<file path="src/rtl/cpu_types_pkg.sv">
// Shared pipeline-control types: FSM state encoding and register-index width.
package cpu_types_pkg;

    typedef enum logic [1:0] {
        RUN   = 2'd0,
        DWAIT = 2'd1,
        HALT  = 2'd2
    } pipe_state_t;

    typedef logic [4:0] regbits_t;

    localparam logic [15:0] STALL_CNT_MAX = 16'hFFFF;

endpackage

</file>
<file path="src/rtl/hazard_detect.sv">
// Load-use hazard detect: the load in execute writes a register the decode-stage instruction reads.
module hazard_detect
    import cpu_types_pkg::*;
(
    input  logic       ex_dREN,
    input  logic [4:0] ex_wsel,
    input  logic [4:0] id_rs,
    input  logic [4:0] id_rt,
    output logic       lu_hazard
);

    regbits_t wsel;
    assign wsel = ex_wsel;

    // r0 is hardwired to zero, so a load targeting it never creates a dependency.
    assign lu_hazard = ex_dREN && (wsel != '0) && ((wsel == id_rs) || (wsel == id_rt));

endmodule

</file>
<file path="src/rtl/pipeline_ctrl.sv">
// Pipeline controller: Mealy enables/flushes, RUN/DWAIT/HALT FSM, branch-pending latch.
// Optional stall counter built only when PIPE_STALL_CNT_EN is defined.
module pipeline_ctrl
    import cpu_types_pkg::*;
(
    input  logic        CLK,
    input  logic        RST,
    input  logic        ihit,
    input  logic        dhit,
    input  logic        mem_req,
    input  logic        ex_dREN,
    input  logic [4:0]  ex_wsel,
    input  logic [4:0]  id_rs,
    input  logic [4:0]  id_rt,
    input  logic        br_taken,
    input  logic        halt_in,
    output logic        pc_en,
    output logic        fetch_en,
    output logic        dec_en,
    output logic        mem_en,
    output logic        fetch_flush,
    output logic        dec_flush,
    output logic        halted,
    output logic [15:0] stall_cnt
);

    pipe_state_t state;
    logic        br_pend;
    logic        advance;
    logic        lu_hazard;
    logic        flush_now;

    hazard_detect u_hazard (
        .ex_dREN   (ex_dREN),
        .ex_wsel   (ex_wsel),
        .id_rs     (id_rs),
        .id_rt     (id_rt),
        .lu_hazard (lu_hazard)
    );

    // Gating with RST keeps every enable low for the whole reset window, not just after the edge.
    assign advance   = !RST && (state != HALT) && ihit && (!mem_req || dhit);
    assign flush_now = (br_taken || br_pend) && advance;

    assign dec_en      = advance;
    assign mem_en      = advance;
    assign fetch_en    = advance && (!lu_hazard || flush_now);
    assign pc_en       = fetch_en;
    assign fetch_flush = flush_now;
    assign dec_flush   = flush_now || (lu_hazard && advance);
    assign halted      = (state == HALT);

    always_ff @(posedge CLK or posedge RST) begin
        if (RST) begin
            state   <= RUN;
            br_pend <= 1'b0;
        end else begin
            if (halt_in) begin
                state <= HALT;
            end else begin
                case (state)
                    RUN:     if (mem_req && !dhit) state <= DWAIT;
                    DWAIT:   if (dhit)             state <= RUN;
                    HALT:    state <= HALT;
                    default: state <= RUN;
                endcase
            end

            // A taken branch that cannot advance is remembered until the pipe moves.
            if (advance)
                br_pend <= 1'b0;
            else if (br_taken)
                br_pend <= 1'b1;
        end
    end

`ifdef PIPE_STALL_CNT_EN
    logic [15:0] stall_q;

    always_ff @(posedge CLK or posedge RST) begin
        if (RST)
            stall_q <= '0;
        else if ((state != HALT) && !advance && (stall_q != STALL_CNT_MAX))
            stall_q <= stall_q + 16'd1;
    end

    assign stall_cnt = stall_q;
`else
    assign stall_cnt = '0;
`endif

endmodule

</file>
<file path="config.mk">
export PLATFORM = sky130hd
export DESIGN_NAME = pipeline_ctrl
export DESIGN_NICKNAME = d
export VERILOG_FILES = /design/src/rtl/cpu_types_pkg.sv /design/src/rtl/hazard_detect.sv /design/src/rtl/pipeline_ctrl.sv
export SDC_FILE = /design/constraint.sdc
export NUM_CORES = 1
export LEC_CHECK = 0
export CAP_MARGIN = 40
export CELL_PAD_IN_SITES_DETAIL_PLACEMENT = 2
export CELL_PAD_IN_SITES_GLOBAL_PLACEMENT = 2
export CORE_MARGIN = 10
export CORE_UTILIZATION = 12
export CTS_CLUSTER_SIZE = 10
export DETAILED_ROUTE_END_ITERATION = 6
export PLACE_DENSITY_LB_ADDON = 0.1
export SKIP_CTS_REPAIR_TIMING = 1
export SLEW_MARGIN = 25
export SYNTH_ARGS = -nofsm -noshare
export SYNTH_HDL_FRONTEND = slang
export SYNTH_SLANG_ARGS = --single-unit
</file>
<file path="constraint.sdc">
create_clock -name CLK -period 2.3 [get_ports CLK]
set_clock_uncertainty 0.1 [all_clocks]
set_input_delay 0.575 -clock CLK [delete_from_list [all_inputs] [get_ports CLK]]
set_output_delay 0.575 -clock CLK [all_outputs]
set_load 0.03 [all_outputs]
</file>
# == Word level (Yosys, flattened, before mapping) ==
# Cells that the tools add are included.
# classes
n_eq_ne,7
multipliers,0
n_mux,6
n_div,0
shifts,0
bitwise,0
n_reduce_logical,22
n_addsub,0
order_cmp,0
# op_table
cell,count
equality test 5 bit,2
logical AND 1 bit,9
2-to-1 mux 2 bit,3
"!= test 3 bit, second input constant",2
case mux 2 bit (3 select lines),1
logical OR 1 bit,5
nonzero test 5 bit,1
zero test 1 bit,4
"equality test 2 x 1 -> 1 bit, second input constant",1
"equality test 2 bit, second input constant",1
zero test 2 bit,1
2-to-1 mux 1 bit,2
"!= test 2 bit, second input constant",1
AND reduction 2 bit,1
nonzero test 2 bit,1
# word_totals
output_inout_bits,23
memories,0
mem_bits_rw,0
in_bits,23
register_bits,3
latchBits,0
rom_bits,0

# == Depth between registers and ports, before layout ==
# depth
word_depth,7
depth_mapped,5
mapped_depth_nobuf,4

# == By module ==
# From an unflattened synthesis, not the netlist that was laid out.
# unflattened
hier_cells,54
area_unflattened_um2,451.7
# by_module_without_submodules
module,area_each_um2,n_inst,seq_area_each_um2,cells_per_inst
pipeline_ctrl,326.6,1,75.1,37
hazard_detect,125.1,1,0.0,17

# == Worst setup path before layout ==
# Ideal clock, no wire load.
# synth_path
path_type,input -> output
startpoint,input port mem_req
endpoint,output port pc_en
path_slack_ns,-0.612
arrival_time_ns,2.237
path_stages,5
required_time_ns,1.625
cell_sequence,nor2b_1 -> nor4b_4 -> inv_1 -> a31oi_1 -> buf_4
# synth_via
elab_chain_len,6
# synth_lines
element,line_no,rtl
start: declaration,pipeline_ctrl.sv:10,"input logic mem_req,"
zero test 1 bit *,pipeline_ctrl.sv:42,assign advance = !RST && (state != HALT) && ihit && (!mem_req || dhit);
logical OR 1 bit *,pipeline_ctrl.sv:42,
logical AND 1 bit *,pipeline_ctrl.sv:42,
via dec_en,pipeline_ctrl.sv:19,"output logic dec_en,"
logical AND 1 bit,pipeline_ctrl.sv:43,assign flush_now = (br_taken || br_pend) && advance;
logical OR 1 bit,pipeline_ctrl.sv:47,assign fetch_en = advance && (!lu_hazard || flush_now);
logical AND 1 bit *,pipeline_ctrl.sv:47,
end: declaration,pipeline_ctrl.sv:17,"output logic pc_en,"
# Mark *: on every way through the listed nets, which the timed path passes. The rest lies on a longest branch.

# == Worst setup path in the final report ==
# layout_path
startpoint,input port ex_wsel[2]
endpoint,output port pc_en
# layout_via
elab_chain_len,6
elab_cells_between_ends,9
classes_between,eq/ne (2); reduce/logical (7)
# layout_lines
element,line_no,rtl
start: declaration,pipeline_ctrl.sv:12,"input logic [4:0] ex_wsel,"
equality test 5 bit / nonzero test 5 bit (equally long branches),hazard_detect.sv:16,assign lu_hazard = ex_dREN && (wsel != '0) && ((wsel == id_rs) || (wsel == id_rt));
logical OR 1 bit / logical AND 1 bit (equally long branches),hazard_detect.sv:16,
logical AND 1 bit *,hazard_detect.sv:16,
zero test 1 bit *,pipeline_ctrl.sv:47,
logical OR 1 bit *,pipeline_ctrl.sv:47,
logical AND 1 bit *,pipeline_ctrl.sv:47,
# Every way passes the cells marked *; elsewhere a longest branch is shown, timed or not.

==> metrics.cfg <==
[floorplanning]
die_width_um = 79.8
die_height_um = 79.8
floorplan.initialDensity_pct = 12.7
num_rows = 21
core-area_sq_mm = 0.00339
top_level_ports = 46
die-area_sq_mm = 0.00637

[power_and_ir_drop]
combPwrFrac_pct = 44.1
p_per_area_mw_per_mm2 = 294
power.clock.fraction_pct = 35.7
leakage_nw = 0.492
swShare_pct = 34.6
cell_internal_pwr_mw = 0.172
seq_power_share_pct = 20.2
ir_drop_v = 0.0000705
netSwitchingPower_mw = 0.0911

[setup_path]
arrival_ns = 1.84
timing.reg2reg.setup_slack_ns = 1.01
r2r_cells = 5
cp_max_fo = 2
cp.required_ns = 1.62
r2r_start = state[1]
crit_path_end_kind = output port
type_of_element_launching_the_critical_path = input port
worstReg2RegEnd = br_pend
worst-setup-path-type = input port to output port

[yosys]
yosysWarningCount = 0
synth_top_area_share_pct = 31.5
postSynthAreaPerCell_sq_um = 8.25
synth_top_area_cell = buf_4
synth.lib_cells_used.distinct = 17
post_synth_instance_area_sq_um = 429
share_of_synthesized_area_occupied_by_flip_flops_and_latches_pct = 17.5
netlist_instances = 52
synth_seq_cells = 3
synth_top_cells_by_area = buf_4 (31%), xnor2_1 (20%), dfrtp_1 (17%)

[drt]
route.detailed.drc = 0
detailedRoute.firstPassIterationCount = 2
drt-wirelength-per-cell_um = 11.9
vias = 443
detail_route.iter0.violations = 13
via_per_inst = 3.12
final_antenna_net_count = 0
routed_wl_um = 1700

[clock_network]
cts_max_level = 1
cts_made_buffers = 3
clock_latency_ns = 0.23
tritoncts = built
worst_setup_hold_path_clk_slew_ns = 0.04
cts_root_buf = clkbuf_4
clk_path_buf_depth = 2
clock_sinks = 3

[global_routing]
grt_pass1_wl_um = 2490
grt_max_degree = 6
first_global_vias = 558
initial_antenna_violation_count = 1
overflow = 0
globalRouteTotalUtil_pct = 5.03

[min_path]
timing.hold.worst.class = input port to async pin

[sta]
setup_viol_count_final = 3
max_clock_freq_ghz = 0.398
time_the_worst_path_needs_with_i_o_delays_and_setup_ns = 2.51
setup_repair_after_global_routing_missed_its_margin = true
final_max_slew_viol_count = 0
post-route-period-util_pct = 109
holdWs_ns = 0.178
finalHoldViolCount = 0
final.setup.worst_slack_ns = -0.212

[layout]
final_layout_size_suffix_gt1_share_pct = 34.7
num-fill-cells = 404
multi_input_area_sq_um = 308
seqCellArea_sq_um = 75.1
area.growth.synth_to_final_pct = 108
nets = 119
fin_cells = 142

[status]
violations_in_the_final_reports = negative setup slack
run_status = finished, violations left

[place]
place_inst = 135
port_buffer_count = 29
place.detailed.hpwl_um = 1560
gpl.final_weighted_congestion = 0.638

[job]
drv_cap = 0

sequential cells by signal (all words and copies together) (netlist names):
signal,cells
br_pend,1
state,2
synth_stat cells:
master / instances
a31o_1: 1
a31oi_1: 1
buf_4: 18
conb_1: 1
dfrtp_1: 3
inv_1: 2
nand2_1: 2
nand3_1: 2
nor2_1: 3
nor2b_1: 3
nor4_1: 1
nor4b_4: 1
o21a_1: 1
o22ai_1: 1
or2_2: 1
or4_1: 1
xnor2_1: 10
metal layers:
metal / global-route usage, % / up-vias / part of all wire, %
li1: - / 222 / -
met1: 4.67 / 184 / 39
met5: 0 / - / 0
met2: 7.93 / 35 / 43
met4: 3.70 / 0 / 1.2
met3: 3.15 / 2 / 16
cell type report:
type                       instances  share of cell area [%]
antenna                            1                   0.280
clock buffer                       4                    2.94
inverter                           2                   0.839
multi-input combinational         44                    34.4
sequential                         3                    8.39
tap                               46                    6.43
timing repair buffer              42                    46.7
cell usage in the layout, fill, tap and decap left out:
cell,instances
buf_6,6
o22ai_2,1
o21a_1,1
nor2b_4,2
clkbuf_2,2
inv_1,2
or2_2,1
nor4_1,1
dlymetal6s2s_1,15
a31o_2,1
nor4b_4,1
buf_4,13
nand2_1,2
clkdlybuf4s50_1,5
xnor2_1,10
buf_2,1
or4_4,1
nor2_1,3
conb_1,16
dfrtp_1,3
diode_2,1
nand3_1,2
a31oi_4,1
nor2b_1,1
clkbuf_4,3
clkbuf_1,1
critical path, cell delays in order:
cell and delay, ns:
buf_6 0.09, or4_4 0.52, o21a_1 0.23, buf_6 0.12
a31oi_4 0.15, buf_6 0.16
worst max path at each step:
stage | start | endpoint | slack, ns | cells after the start
CTS | ex_wsel[1] | dec_flush | -0.96 | 5
finish | ex_wsel[2] | pc_en | -0.21 | 6
floorplan | mem_req | pc_en | -0.31 | 5
detailed placement | ex_wsel[1] | dec_flush | -0.95 | 5
global placement | ex_wsel[1] | dec_flush | -0.94 | 5
global route | ex_wsel[2] | pc_en | -0.25 | 6
through the flow:
stage               cell area, sq um  total power [mW]  utilization, %  setup TNS (ns)  worst slack (ns)
finish                           895             0.263            26.4          -0.623            -0.212
global route                     895             0.282            26.4          -0.717            -0.245
CTS                              825             0.267            24.3           -2.98            -0.956
detailed placement               798             0.171            23.6           -2.84            -0.951
global placement                 798             0.171            23.6           -2.84            -0.939
floorplan                        519             0.135               -          -0.752            -0.311
power by group through the flow:
stage	registers [mW]	logic, mW	clock network [mW]
global placement	0.0537	0.117	0
global route	0.0529	0.126	0.103
floorplan	0.0537	0.0809	0
finish	0.0530	0.116	0.0939
detailed placement	0.0537	0.118	0
CTS	0.0531	0.118	0.0959
cells by family after synthesis:
kind of cell / count (synthesis) / share of synthesized area, %
compound gates: 4 / 6.71
xor+xnor: 10 / 20.4
buf+inv: 20 / 33.2
flops: 3 / 17.5
other cells: 1 / 0.874
simple gates: 14 / 21.3
Power figures use the tool's default switching activity.
